$ cat src/rtl/ita_weight_serializer_pkg.sv
// Shared types and sizing for the ITA weight-buffer chunked write path.
// The weight serializer and its testbench import everything from here.
package ita_weight_serializer_pkg;

  localparam int unsigned N          = 4;
  localparam int unsigned M          = 4;
  localparam int unsigned WI         = 8;
  localparam int unsigned N_WRITE_EN = 8;

  // Counter width for a given number of chunks.
  // This is never less than one bit, so a single-chunk build still gets a legal vector.
  function automatic int unsigned idx_width(input int unsigned n);
    return (n <= 1) ? 1 : $clog2(n);
  endfunction

  localparam int unsigned TileWidth   = N * M * WI;
  localparam int unsigned WChunkWidth = N * M * WI / N_WRITE_EN;

  typedef logic [N-1:0][M-1:0][WI-1:0]         weight_t;
  typedef logic [WChunkWidth-1:0]              inp_weight_t;
  typedef logic [N_WRITE_EN-1:0]               write_select_t;
  typedef logic [idx_width(N_WRITE_EN)-1:0]    wchunk_idx_t;

  typedef enum logic {
    WSER_IDLE = 1'b0,
    WSER_SEND = 1'b1
  } wser_state_e;

endpackage

$ cat src/rtl/ita_weight_serializer.sv
// Splits one accepted weight tile into NumChunks one-hot-selected write beats for the weight buffer.
// A tile is accepted back-to-back on the last beat, so tiles stream without idle cycles in between.
module ita_weight_serializer
  import ita_weight_serializer_pkg::*;
#(
  parameter  int unsigned NumChunks  = N_WRITE_EN,
  localparam int unsigned ChunkWidth = TileWidth / NumChunks,
  localparam int unsigned IdxWidth   = idx_width(NumChunks)
) (
  input  logic                  clk_i,
  input  logic                  rst_ni,
  input  logic                  clear_i,
  input  logic                  tile_valid_i,
  output logic                  tile_ready_o,
  input  logic [TileWidth-1:0]  tile_i,
  output logic                  wr_valid_o,
  input  logic                  wr_ready_i,
  output logic [NumChunks-1:0]  wr_sel_o,
  output logic [ChunkWidth-1:0] wr_data_o,
  output logic                  wr_last_o,
  output logic                  tile_done_o
);

  if ((N * M) % NumChunks != 0) begin : g_div_check
    $error("NumChunks must divide N*M");
  end

  wser_state_e           state_q, state_d;
  logic [IdxWidth-1:0]   idx_q, idx_d;
  logic [TileWidth-1:0]  tile_q, tile_d;
  logic                  done_q, done_d;
  logic                  sending, beat, accept;

  assign sending = (state_q == WSER_SEND);
  assign beat    = wr_valid_o && wr_ready_i;

  assign wr_valid_o = sending;
  assign wr_last_o  = sending && (idx_q == IdxWidth'(NumChunks - 1));
  assign wr_sel_o   = sending ? (NumChunks'(1) << idx_q) : '0;
  assign wr_data_o  = sending ? tile_q[idx_q*ChunkWidth +: ChunkWidth] : '0;

  // The only combinational path from wr_ready_i: the last beat frees the tile register.
  assign tile_ready_o = !clear_i && (!sending || (wr_last_o && wr_ready_i));
  assign accept       = tile_valid_i && tile_ready_o;
  assign tile_done_o  = done_q;

  always_comb begin
    state_d = state_q;
    idx_d   = idx_q;
    tile_d  = tile_q;
    done_d  = 1'b0;
    if (clear_i) begin
      state_d = WSER_IDLE;
      idx_d   = '0;
      tile_d  = '0;
    end else begin
      if (beat) begin
        if (wr_last_o) begin
          state_d = WSER_IDLE;
          idx_d   = '0;
          done_d  = 1'b1;
        end else begin
          idx_d = idx_q + IdxWidth'(1);
        end
      end
      if (accept) begin
        state_d = WSER_SEND;
        idx_d   = '0;
        tile_d  = tile_i;
      end
    end
  end

  always_ff @(posedge clk_i or negedge rst_ni) begin
    if (!rst_ni) begin
      state_q <= WSER_IDLE;
      idx_q   <= '0;
      tile_q  <= '0;
      done_q  <= 1'b0;
    end else begin
      state_q <= state_d;
      idx_q   <= idx_d;
      tile_q  <= tile_d;
      done_q  <= done_d;
    end
  end

  a_sel_onehot : assert property (@(posedge clk_i) disable iff (!rst_ni)
    wr_valid_o |-> $onehot(wr_sel_o));

  a_stable_stall : assert property (@(posedge clk_i) disable iff (!rst_ni)
    (wr_valid_o && !wr_ready_i && !clear_i) |=>
      (wr_valid_o && $stable(wr_sel_o) && $stable(wr_data_o) && $stable(wr_last_o)));

endmodule
$ cat config.mk
export PLATFORM = sky130hd
export DESIGN_NAME = ita_weight_serializer
export DESIGN_NICKNAME = d
export VERILOG_FILES = /design/src/rtl/ita_weight_serializer_pkg.sv /design/src/rtl/ita_weight_serializer.sv
export SDC_FILE = /design/constraint.sdc
export NUM_CORES = 1
export LEC_CHECK = 0
export BUFFER_PORTS_ARGS = -buffer_cell sky130_fd_sc_hd__buf_2
export CORE_ASPECT_RATIO = 0.75
export CORE_MARGIN = 10
export CORE_UTILIZATION = 35
export DETAILED_ROUTE_END_ITERATION = 10
export PLACE_DENSITY = 0.62
export SETUP_SLACK_MARGIN = 0.5
export SLEW_MARGIN = 10
export SYNTH_ARGS = -nofsm -noshare
export SYNTH_HDL_FRONTEND = slang
export SYNTH_SLANG_ARGS = --single-unit
export TNS_END_PERCENT = 5
$ cat constraint.sdc
create_clock -name clk_i -period 1.8 [get_ports clk_i]
set_clock_uncertainty 0.1 [all_clocks]
set_input_delay 0.27 -clock clk_i [delete_from_list [all_inputs] [get_ports clk_i]]
set_output_delay 0.27 -clock clk_i [all_outputs]
set_load 0.02 [all_outputs]
==> metrics.md, run 1 <==
| Metric | Value |
|---|---|
| Outcome | `finished with violations` |
| Failing checks | `negative setup slack` |
| Synth Flop Type | `dfrtp_1` |
| Highest Signal Layer | `met5` |
| Num Clock Sinks | `133` |
| Post-layout util | `53.1%` |
| Placement Setup Slack | `-0.227 ns` |
| Tot Pwr | `0.00845 W` |
| Metal-1 WL | `11.8 mm` |
| # nets final | `1106` |
| First-pass GRT wire length | `39.7 mm` |
| Clock latency on the worst-skew pair | `0.42 ns` |
| Setup TNS | `-16.72 ns` |
| Min-delay src | `tile_i[47]` |
| Critical R2R Capture | `tile_q[53]$_DFFE_PN0P_` |
| Unrepaired setup endpoints after global routing | `true` |
| DRT Wirelength | `25.2 mm` |
| Slack of the critical path | `-0.602 ns` |
| Mapped Cells | `737` |
| Area Growth Syn to Fin | `47.5%` |
| Die Ht | `143 um` |
| EDFF count, synth | `0` |
| Setup CP Type | `reg -> out` |
| Avg WL per Cell | `20.4 um` |
| Initial Util | `36.0%` |
| Antenna violations before repair | `1` |
| VDD IR max | `0.603 mV` |
| FFs w/ async S/R, synth | `100%` |
| Synth Register Bits | `133` |
| LEAKAGE | `5.02 nW` |
| Post-synthesis sequential area ratio | `47.2%` |
| CTS tree | `done` |
| Crit path DAT | `2.03 ns` |
| Dominant cell by count in the synthesized netlist | `dfrtp_1` |
| Clk Tree Root Cell | `clkbuf_16` |
| Post-synth top area share | `47.2%` |
| Total core area | `19600 um^2` |
| Synth Warn # | `0` |
| Cell area after synthesis | `7050 um^2` |
| Routed vias | `6721` |
| Post-synth top cells | `dfrtp_1, nand2_1, nand3_1, o211ai_1, clkbuf_1` |
| Yosys top cell by area | `dfrtp_1` |
| CTS Buf Count | `17` |
| DR WL met2 | `11.2 mm` |
| Fraction of layout cells with a size suffix above 1 | `34.9%` |
| Gr usage total | `19.3%` |
| Iteration count of the initial detailed-routing pass | `4` |
| Critical path peak fanout | `7` |
| Synth area leaders | `dfrtp_1, o211ai_1, nand3_1` |
| Yosys cell types | `30` |
| Crit share post-route | `133%` |
| I/O Pins | `161` |
| Die ar. | `26300 um^2` |
| # setup viols final | `150` |
| Max-Cap Viols | `0` |
| Power Density | `812 nW/um^2` |
| Starting DRT DRC Count | `593` |
| Rel. slew slack | `67.3%` |
| Max clock buf depth | `2` |
| Slowest cell on the critical path | `mux4_2` |
| PortBufs | `160` |
| Via density | `5.46` |
| Worst R2R Path Depth | `7` |
| RD Place Congestion | `0.890` |
| Detail Route Antenna Nets | `0` |
| Worst EP required | `1.43 ns` |
| Crit path time final | `2.40 ns` |
| Min-Delay Path Class | `in -> reg` |
| Crit path cell chain | `buf_12, mux4_2, o22ai_2, nor2_1, buf_2` |
| Max incr delay on CP | `0.56 ns` |
| Die Width | `184 um` |
| Max Fclk | `416 MHz` |
| Synth Net Count | `876` |
| Detailed Place HPWL | `17.4 mm` |
| Vias in the first global route | `6907` |
| Syn avg cell area | `9.57 um^2` |
| CP Capture Type | `output port` |
| Largest net degree at the start of global routing | `78` |
| Hold Path End | `tile_q[47]$_DFFE_PN0P_` |
| Remaining DRCs | `0` |
| Total overflow reported by the global router | `0` |
| # diodes | `0` |
| Worst-Margin Slew | `0.491 ns` |
| H-Tree Depth | `4` |
| CP Launch Type | `register` |
| Reg-to-Reg Start | `idx_q[1]$_DFFE_PN0P_` |
| Rows | `44` |
| Hold_ws | `0.00906 ns` |
| Hold path depth | `3` |
| Met3 wire len | `1.84 mm` |
| R2R Setup Slk | `-0.09 ns` |
| Slew Viols, Final | `0` |
| Clock slew at reported path FFs | `0.06 ns` |
| Final hold vios | `0` |
-- layout make-up --
cell class | count | area (um^2)
Clock buffer | 23 | 478
Clock inverter | 8 | 171
Fill cell | 1734 | 9200
Inverter | 5 | 31.3
Multi-Input combinational cell | 513 | 3580
Sequential cell | 133 | 3330
Tap cell | 253 | 317
Timing Repair Buffer | 297 | 2490
-- worst max path at each step --
stage | startpoint | endpoint | slack (ns) | depth (start not counted)
6_report | idx_q[1]$_DFFE_PN0P_ | wr_data_o[1] | -0.60 | 5
5_1_grt | idx_q[1]$_DFFE_PN0P_ | wr_data_o[12] | -0.65 | 5
4_1_cts | idx_q[1]$_DFFE_PN0P_ | wr_data_o[1] | -0.58 | 5
3_5_place_dp | idx_q[1]$_DFFE_PN0P_ | wr_data_o[1] | -0.23 | 5
3_3_place_gp | idx_q[1]$_DFFE_PN0P_ | wr_data_o[2] | -0.22 | 5
2_1_floorplan | idx_q[1]$_DFFE_PN0P_ | wr_data_o[10] | 0.02 | 5
-- per-layer routing --
| metal | vias to the layer above | GRT usage, % |
|---|---|---|
| met5 | - | 0 |
| met1 | 3300 | 27.3 |
| li1 | 3150 | - |
| met3 | 27 | 5.78 |
| met2 | 242 | 28.1 |
| met4 | 2 | 4.77 |
-- metrics by stage --
step | instance area (um^2) | std cells
2_1_floorplan | 7180 | 737
3_3_place_gp | 8510 | 1109
3_5_place_dp | 8510 | 1109
4_1_cts | 10300 | 1229
5_1_grt | 10400 | 1232
6_report | 10400 | 1232
-- registers in the layout, indices dropped and copies added (netlist names) --
register	count
idx_q	3
tile_done_o	1
tile_q	128
wr_valid_o	1
-- cell usage in the layout, fill, tap and decap left out, types with 18 or more instances in the layout --
master and instances:
dfrtp_1 130, mux2_2 32, clkbuf_16 18, buf_2 142, o211ai_1 128, nand3_1 119
buf_4 25, buf_12 21, dlygate4sd3_1 89, nand2_1 132
-- power breakdown --
part	internal, W	total, W	switching, W	leakage (nW)
Clock	0.00256	0.00388	0.00131	0.313
Combinational	0.000604	0.00130	0.000692	2.92
Sequential	0.00316	0.00327	0.000114	1.79
-- logic make-up (layout without fill, tap and decap cells) --
kind of cell | after synthesis | after routing | share of synthesized area, %
mux | 49 | 49 | 10.8
flops | 133 | 133 | 47.2
compound gates | 166 | 166 | 16.8
buf+inv | 91 | 333 | 5.86
fa+ha+maj | 6 | 6 | 1.06
simple gates | 292 | 292 | 18.3
-- critical path: cells and delay by family (launching register included) --
family	cells	cell delay, ns
flip-flops	1	0.45
AO/OA/AOI/OAI	1	0.20
multiplexers	1	0.56
buffers and inverters	2	0.33
AND/OR/NAND/NOR	1	0.08
-- repair_timing --
action	in CTS	in global routing
resized for setup	60	27
gates cloned	1	1
hold endpoints to repair	122	2
pin swaps	48	40
hold buffers	87	2
endpoints found under the setup margin	161	161
buffers inserted	1	0
(Power assumes the default switching activity.)
==> run 2: changes to the inputs <==
- clock period: 1.8 -> 2.1 ns (I/O delays scaled with it)
==> run 2 against run 1 <==
  * The flow finishes with violations (negative hold slack, negative setup slack)
  * Combinational power decreased by 21%
  * Clock power decreased by 27%
  * Utilization down 3.8 points
  * Sequential cell count did not move
  * Worst setup slack improved by 0.26 ns
  * Die area is the same
  * Global-route usage shrank 0.41 points
  * Hold slack got worse by 0.016 ns
  * Wire length shrank 2.3%
  * Critical path depth stayed put
  * Via count decreased by 4.0%
  * Cell count down 5.0%
==> metrics.md, run 2 (synthesis results as in run 1) <==
| Metric | Value |
|---|---|
| Highest Signal Layer | `met5` |
| Slew Viols, Final | `0 (unchanged)` |
| Antenna violations before repair | `2 (+1)` |
| Failing checks | `negative hold slack, negative setup slack` |
| Slack of the critical path | `-0.340 ns (+0.261 ns)` |
| Crit share post-route | `116%` |
| Worst EP required | `1.68 ns (+0.25 ns)` |
| Gr usage total | `18.9% (-0.41 points)` |
| Commonest non-fill, non-tap cell in the layout | `buf_2` |
| Max-Cap Viols | `0 (unchanged)` |
| Tot Pwr | `0.00667 W (-21%)` |
| LEAKAGE | `4.67 nW (-6.9%)` |
| Rel. slew slack | `65.6% (-1.7 points)` |
| Total core area | `19600 um^2 (unchanged)` |
| H-Tree Depth | `4 (unchanged)` |
| Clk Tree Root Cell | `clkbuf_16` |
| Starting DRT DRC Count | `677 (+14%)` |
| Total overflow reported by the global router | `0 (unchanged)` |
| Fraction of layout cells with a size suffix above 1 | `37.6% (+2.7 points)` |
| Clock latency on the worst-skew pair | `0.43 ns (about the same)` |
| CTS Buf Count | `17 (unchanged)` |
| Critical path peak fanout | `6 (-1)` |
| CP Capture Type | `output port` |
| Setup TNS | `-5.11 ns (+11.60 ns)` |
| Largest net degree at the start of global routing | `62 (-21%)` |
| Via density | `5.51 (+1.0%)` |
| Biggest register | `tile_q` |
| Initial Util | `36.0% (unchanged)` |
| Final hold vios | `3 (+3)` |
| Post-layout util | `49.3% (-3.8 points)` |
| RD Place Congestion | `0.895 (+0.58%)` |
| Num Clock Sinks | `133 (unchanged)` |
| VDD IR max | `0.527 mV (-13%)` |
| Worst-Margin Slew | `0.517 ns (+0.0255 ns)` |
| Metal-1 WL | `11.2 mm (-4.4%)` |
| Unrepaired setup endpoints after global routing | `true` |
| DR WL met2 | `10.6 mm (-5.2%)` |
| # setup viols final | `20 (-87%)` |
| Die Ht | `143 um (unchanged)` |
| Min-Delay Path Class | `in -> reg` |
| First-pass GRT wire length | `38.6 mm (-2.9%)` |
| Max Fclk | `410 MHz` |
| Commonest non-fill, non-tap cells in the layout | `buf_2, dfrtp_1, nand2_1` |
| Final instance area | `9660 um^2 (-7.1%)` |
| Avg WL per Cell | `21.0 um (+2.7%)` |
| DRT Wirelength | `24.6 mm (-2.3%)` |
| Setup CP Type | `reg -> out` |
| Die ar. | `26300 um^2 (unchanged)` |
| Routed vias | `6454 (-4.0%)` |
| Outcome | `finished with violations` |
| Clock slew at reported path FFs | `0.06 ns (about the same)` |
| Detailed Place HPWL | `17.3 mm (-0.90%)` |
| I/O Pins | `161 (unchanged)` |
| Crit path time final | `2.44 ns` |
| CP Launch Type | `register` |
| Max clock buf depth | `2 (unchanged)` |
| Max reg flops | `128 (unchanged)` |
| Top flop regs | `tile_q: 128 flops, idx_q: 3 flops` |
| Met3 wire len | `2.37 mm (+29%)` |
| Remaining DRCs | `0 (unchanged)` |
| Iteration count of the initial detailed-routing pass | `5 (+1)` |
| PortBufs | `160 (unchanged)` |
| Power Density | `690 nW/um^2 (-15%)` |
| Detail Route Antenna Nets | `0 (unchanged)` |
| Vias in the first global route | `6553 (-5.1%)` |
| Crit path DAT | `2.03 ns (about the same)` |
| Die Width | `184 um (unchanged)` |
| Rows | `44 (unchanged)` |
| CTS tree | `done` |
| # nets final | `1043 (-5.7%)` |
| Placed Area | `8380 um^2 (-1.5%)` |
| Hold_ws | `-0.00741 ns (-0.0165 ns)` |
| Area Growth Syn to Fin | `37.0%` |
run 2: cell count changes in the layout (fill, tap and decap cells not counted), moves of 4 or more:
cell	before	now
buf_4	25	19
clkinv_4	1	5
nand3_2	10	26
inv_6	0	5
bufinv_16	5	0
dlygate4sd3_1	89	37
o22ai_2	15	11
nand3_1	119	100
buf_2	142	147
run 2: layer usage:
| layer | GRT usage (%) | vias up |
|---|---|---|
| met5 | 0 | - |
| met4 | 5.81 | 2 |
| met1 | 26.7 | 3123 |
| met3 | 6.03 | 26 |
| li1 | - | 3033 |
| met2 | 26.7 | 270 |
run 2: per-stage QoR:
| step | worst slack, ns | hold WS (ns) | cells |
|---|---|---|---|
| after floorplan | 0.280 | -0.0806 | 737 |
| after global placement | 0.0813 | 0.112 | 1100 |
| after detailed placement | 0.0711 | 0.113 | 1100 |
| after CTS | -0.339 | 0.000212 | 1169 |
| after global routing | -0.393 | 0.00251 | 1170 |
| final | -0.340 | -0.00741 | 1171 |
run 2: power by group:
group | total [W] | switching (W) | leakage [nW] | internal, W
registers | 0.00281 | 0.000102 | 1.79 | 0.00271
clock network | 0.00283 | 0.00126 | 0.261 | 0.00156
logic | 0.00103 | 0.000588 | 2.62 | 0.000440
total | 0.00667 | 0.00195 | 4.67 | 0.00471
run 2: worst max-delay path: stages, from the launching register on:
cell,delay [ns]
dfrtp_1,0.39
buf_4,0.18
mux4_2,0.58
o22ai_2,0.21
nor2_2,0.06
buf_2,0.16
run 2: worst paths after layout:
path | from | endpoint | slack (ns) | cells after the start
worst min-delay path | tile_i[22] | tile_q[22]$_DFFE_PN0P_ | -0.007 | 3
min in group asynchronous | rst_ni | tile_q[112]$_DFFE_PN0P_ | 0.24 | 2
max in group asynchronous | rst_ni | idx_q[0]$_DFFE_PN0P_ | 1.02 | 3
worst max-delay path | idx_q[1]$_DFFE_PN0P_ | wr_data_o[14] | -0.34 | 5
worst min register to register | tile_q[49]$_DFFE_PN0P_ | tile_q[49]$_DFFE_PN0P_ | 0.42 | 2
worst max register to register | idx_q[1]$_DFFE_PN0P_ | tile_q[72]$_DFFE_PN0P_ | 0.11 | 8
run 2: final cells by class:
type / instances / area (um^2)
Inverter: 5 / 22.5
Fill cell: 1812 / 9940
Timing Repair Buffer: 234 / 1770
Multi-Input combinational cell: 513 / 3660
Sequential cell: 133 / 3330
Clock buffer: 18 / 439
Antenna cell: 1 / 2.50
Clock inverter: 14 / 118
Tap cell: 253 / 317
run 2: repair_timing:
item	4_1_cts	5_1_grt
setup endpoints to repair	159	159
hold endpoints to repair	61	0
resized for setup	59	28
pin swaps	47	59
hold buffers	37	0
setup buffers	0	1
==> run 3: changes to the inputs <==
- CORE_ASPECT_RATIO: 0.75 -> 1.2
- CORE_UTILIZATION: 35 -> 49
- PLACE_DENSITY: 0.62 -> 0.8
==> run 3 against run 2 <==
  * The run still ends with negative hold slack, negative setup slack left
  * Global-route usage up 4.5 points
  * Sequential share of layout area rose by 1.2 points
  * Clock-buffer cell count rose by 1
  * Clock power increased by 12%
  * Sequential power hardly changed
  * Worst setup slack worse by 0.00091 ns
  * Final area down 3.3%
  * Critical path depth stayed put
  * Register-to-register slack about the same
  * Hold slack gained 0.0073 ns
  * Die area shrank 25%
==> metrics.md, run 3 (synthesis results as in run 1) <==
| Metric | Value |
|---|---|
| Hold path depth | `3 (unchanged)` |
| Critical path peak fanout | `8 (+2)` |
| R2R Setup Slk | `0.12 ns (about the same)` |
| Die Ht | `151 um (+5.9%)` |
| H-Tree Depth | `4 (unchanged)` |
| Commonest non-fill, non-tap cell in the layout | `buf_2` |
| Commonest non-fill, non-tap cells in the layout | `buf_2, nand2_1, dfrtp_1` |
| Crit. Startpoint | `idx_q[1]$_DFFE_PN0P_` |
| Area Growth Syn to Fin | `32.5%` |
| Antenna violations before repair | `0 (-2)` |
| Via density | `6.13 (+11%)` |
| Crit path DAT | `2.03 ns (about the same)` |
| Initial Util | `50.6% (+15 points)` |
| Reg-to-Reg Start | `idx_q[1]$_DFFE_PN0P_` |
| Die Width | `130 um (-30%)` |
| # nets final | `1021 (-2.1%)` |
| Tot Pwr | `0.00694 W (+4.1%)` |
| RD Place Congestion | `0.838 (-6.4%)` |
| Fraction of layout cells with a size suffix above 1 | `37.3% (-0.30 points)` |
| CP Launch Type | `register` |
| Setup CP Type | `reg -> out` |
| Clock latency on the worst-skew pair | `0.43 ns (about the same)` |
| Gr usage total | `23.3% (+4.5 points)` |
| I/O Pins | `161 (unchanged)` |
| Failing checks | `negative hold slack, negative setup slack` |
| Remaining DRCs | `0 (unchanged)` |
| Iteration count of the initial detailed-routing pass | `5 (unchanged)` |
| Vias in the first global route | `6663 (+1.7%)` |
| First-pass GRT wire length | `35.7 mm (-7.5%)` |
| Detail Route Antenna Nets | `0 (unchanged)` |
| Final instance area | `9350 um^2 (-3.3%)` |
| Placed Area | `8230 um^2 (-1.8%)` |
| Critical R2R Capture | `tile_q[42]$_DFFE_PN0P_` |
| Outcome | `finished with violations` |
| Slew Viols, Final | `0 (unchanged)` |
| Final hold vios | `1 (-2)` |
| Max clock buf depth | `2 (unchanged)` |
| Rel. slew slack | `58.0% (-7.5 points)` |
| VDD IR max | `0.573 mV (+8.7%)` |
| Largest net degree at the start of global routing | `129 (+110%)` |
| Power Density | `743 nW/um^2 (+7.6%)` |
| Total overflow reported by the global router | `0 (unchanged)` |
| Biggest register | `tile_q` |
| Slack of the critical path | `-0.341 ns (-0.000907 ns)` |
| Worst R2R Path Depth | `8 (unchanged)` |
| Die ar. | `19600 um^2 (-25%)` |
| Worst-Margin Slew | `0.629 ns (+0.113 ns)` |
| Starting DRT DRC Count | `704 (+4.0%)` |
| Max Fclk | `410 MHz (about the same)` |
| Top flop regs | `tile_q: 128 flops, idx_q: 3 flops` |
| DRT Wirelength | `22.9 mm (-6.9%)` |
| Max reg flops | `128 (unchanged)` |
| Worst Setup EP | `wr_data_o[2]` |
| Worst EP required | `1.68 ns (about the same)` |
| PortBufs | `160 (unchanged)` |
| Hold_ws | `-0.000100 ns (+0.00731 ns)` |
| Detailed Place HPWL | `15.4 mm (-11%)` |
| Avg WL per Cell | `21.5 um (+2.2%)` |
| # diodes | `0 (-1)` |
| LEAKAGE | `4.58 nW (-1.8%)` |
| Crit path time final | `2.44 ns (+0.000907 ns)` |
| Clock slew at reported path FFs | `0.06 ns (about the same)` |
| Max-Cap Viols | `0 (unchanged)` |
| # setup viols final | `20 (unchanged)` |
| CTS tree | `done` |
| Crit share post-route | `116% (about the same)` |
| Clk Tree Root Cell | `clkbuf_16` |
| CP Capture Type | `output port` |
| Routed vias | `6538 (+1.3%)` |
| Rows | `47 (+6.8%)` |
| Min-Delay Path Class | `in -> reg` |
| CTS Buf Count | `17 (unchanged)` |
| Num Clock Sinks | `133 (unchanged)` |
| Total core area | `13900 um^2 (-29%)` |
| Unrepaired setup endpoints after global routing | `true` |
-- run 3: how the worst min path moves through the flow --
stage                     startpoint                endpoint  slack [ns]
final                     tile_i[71]  tile_q[71]$_DFFE_PN0P_     -0.0001
after CTS                 tile_i[12]  tile_q[12]$_DFFE_PN0P_       0.001
after global routing      tile_i[27]  tile_q[27]$_DFFE_PN0P_       0.007
after floorplan               rst_ni    idx_q[0]$_DFFE_PN0P_       -0.08
after global placement        rst_ni  tile_q[75]$_DFFE_PN0P_        0.17
after detailed placement      rst_ni  tile_q[78]$_DFFE_PN0P_        0.17
-- run 3: stage by stage --
step	TNS, ns	utilization (%)	cells	setup WS (ns)
CTS	-5.41	65.9	1066	-0.353
global route	-5.77	67.1	1066	-0.381
finish	-4.98	67.1	1066	-0.341
detailed placement	0	59.0	1013	0.0432
global placement	0	59.0	1013	0.120
floorplan	0	-	737	0.280
-- run 3: where the power goes --
part | leakage, nW | switching (W) | internal (W)
clock | 0.291 | 0.00116 | 0.00201
sequential | 1.79 | 0.000102 | 0.00271
combinational | 2.51 | 0.000552 | 0.000405
total | 4.58 | 0.00182 | 0.00512
-- run 3: layout make-up --
type | count | area (um^2)
fillers | 1068 | 4590
repair buffers | 212 | 1570
multi-input cells | 513 | 3580
flip-flops and latches | 133 | 3330
well taps | 171 | 214
clock buffers | 19 | 443
inverters | 5 | 22.5
clock inverters | 13 | 181
-- run 3: per-layer routing --
layer / vias to the layer above / global-route usage (%) / routed length [um]
li1: 2978 / - / -
met1: 3217 / 29.2 / 8980
met2: 297 / 37.4 / 11500
met3: 46 / 6.19 / 1760
met4: 0 / 10.1 / 642
met5: - / 0 / 0
-- run 3: worst max-delay path, stage by stage, from the launching register on --
cell       delay (ns)
dfrtp_2          0.43
clkbuf_16        0.19
mux4_2           0.54
o22ai_2          0.19
nor2_1           0.08
buf_4            0.16
-- run 3: what timing repair did --
| item | in CTS | in global routing |
|---|---|---|
| pin swaps | 0 | 6 |
| resized for setup | 39 | 43 |
| cloned | 1 | 0 |
| hold endpoints to repair | 61 | 0 |
| hold buffers | 20 | 0 |
| setup endpoints to repair | 158 | 158 |
| setup buffers | 0 | 0 |
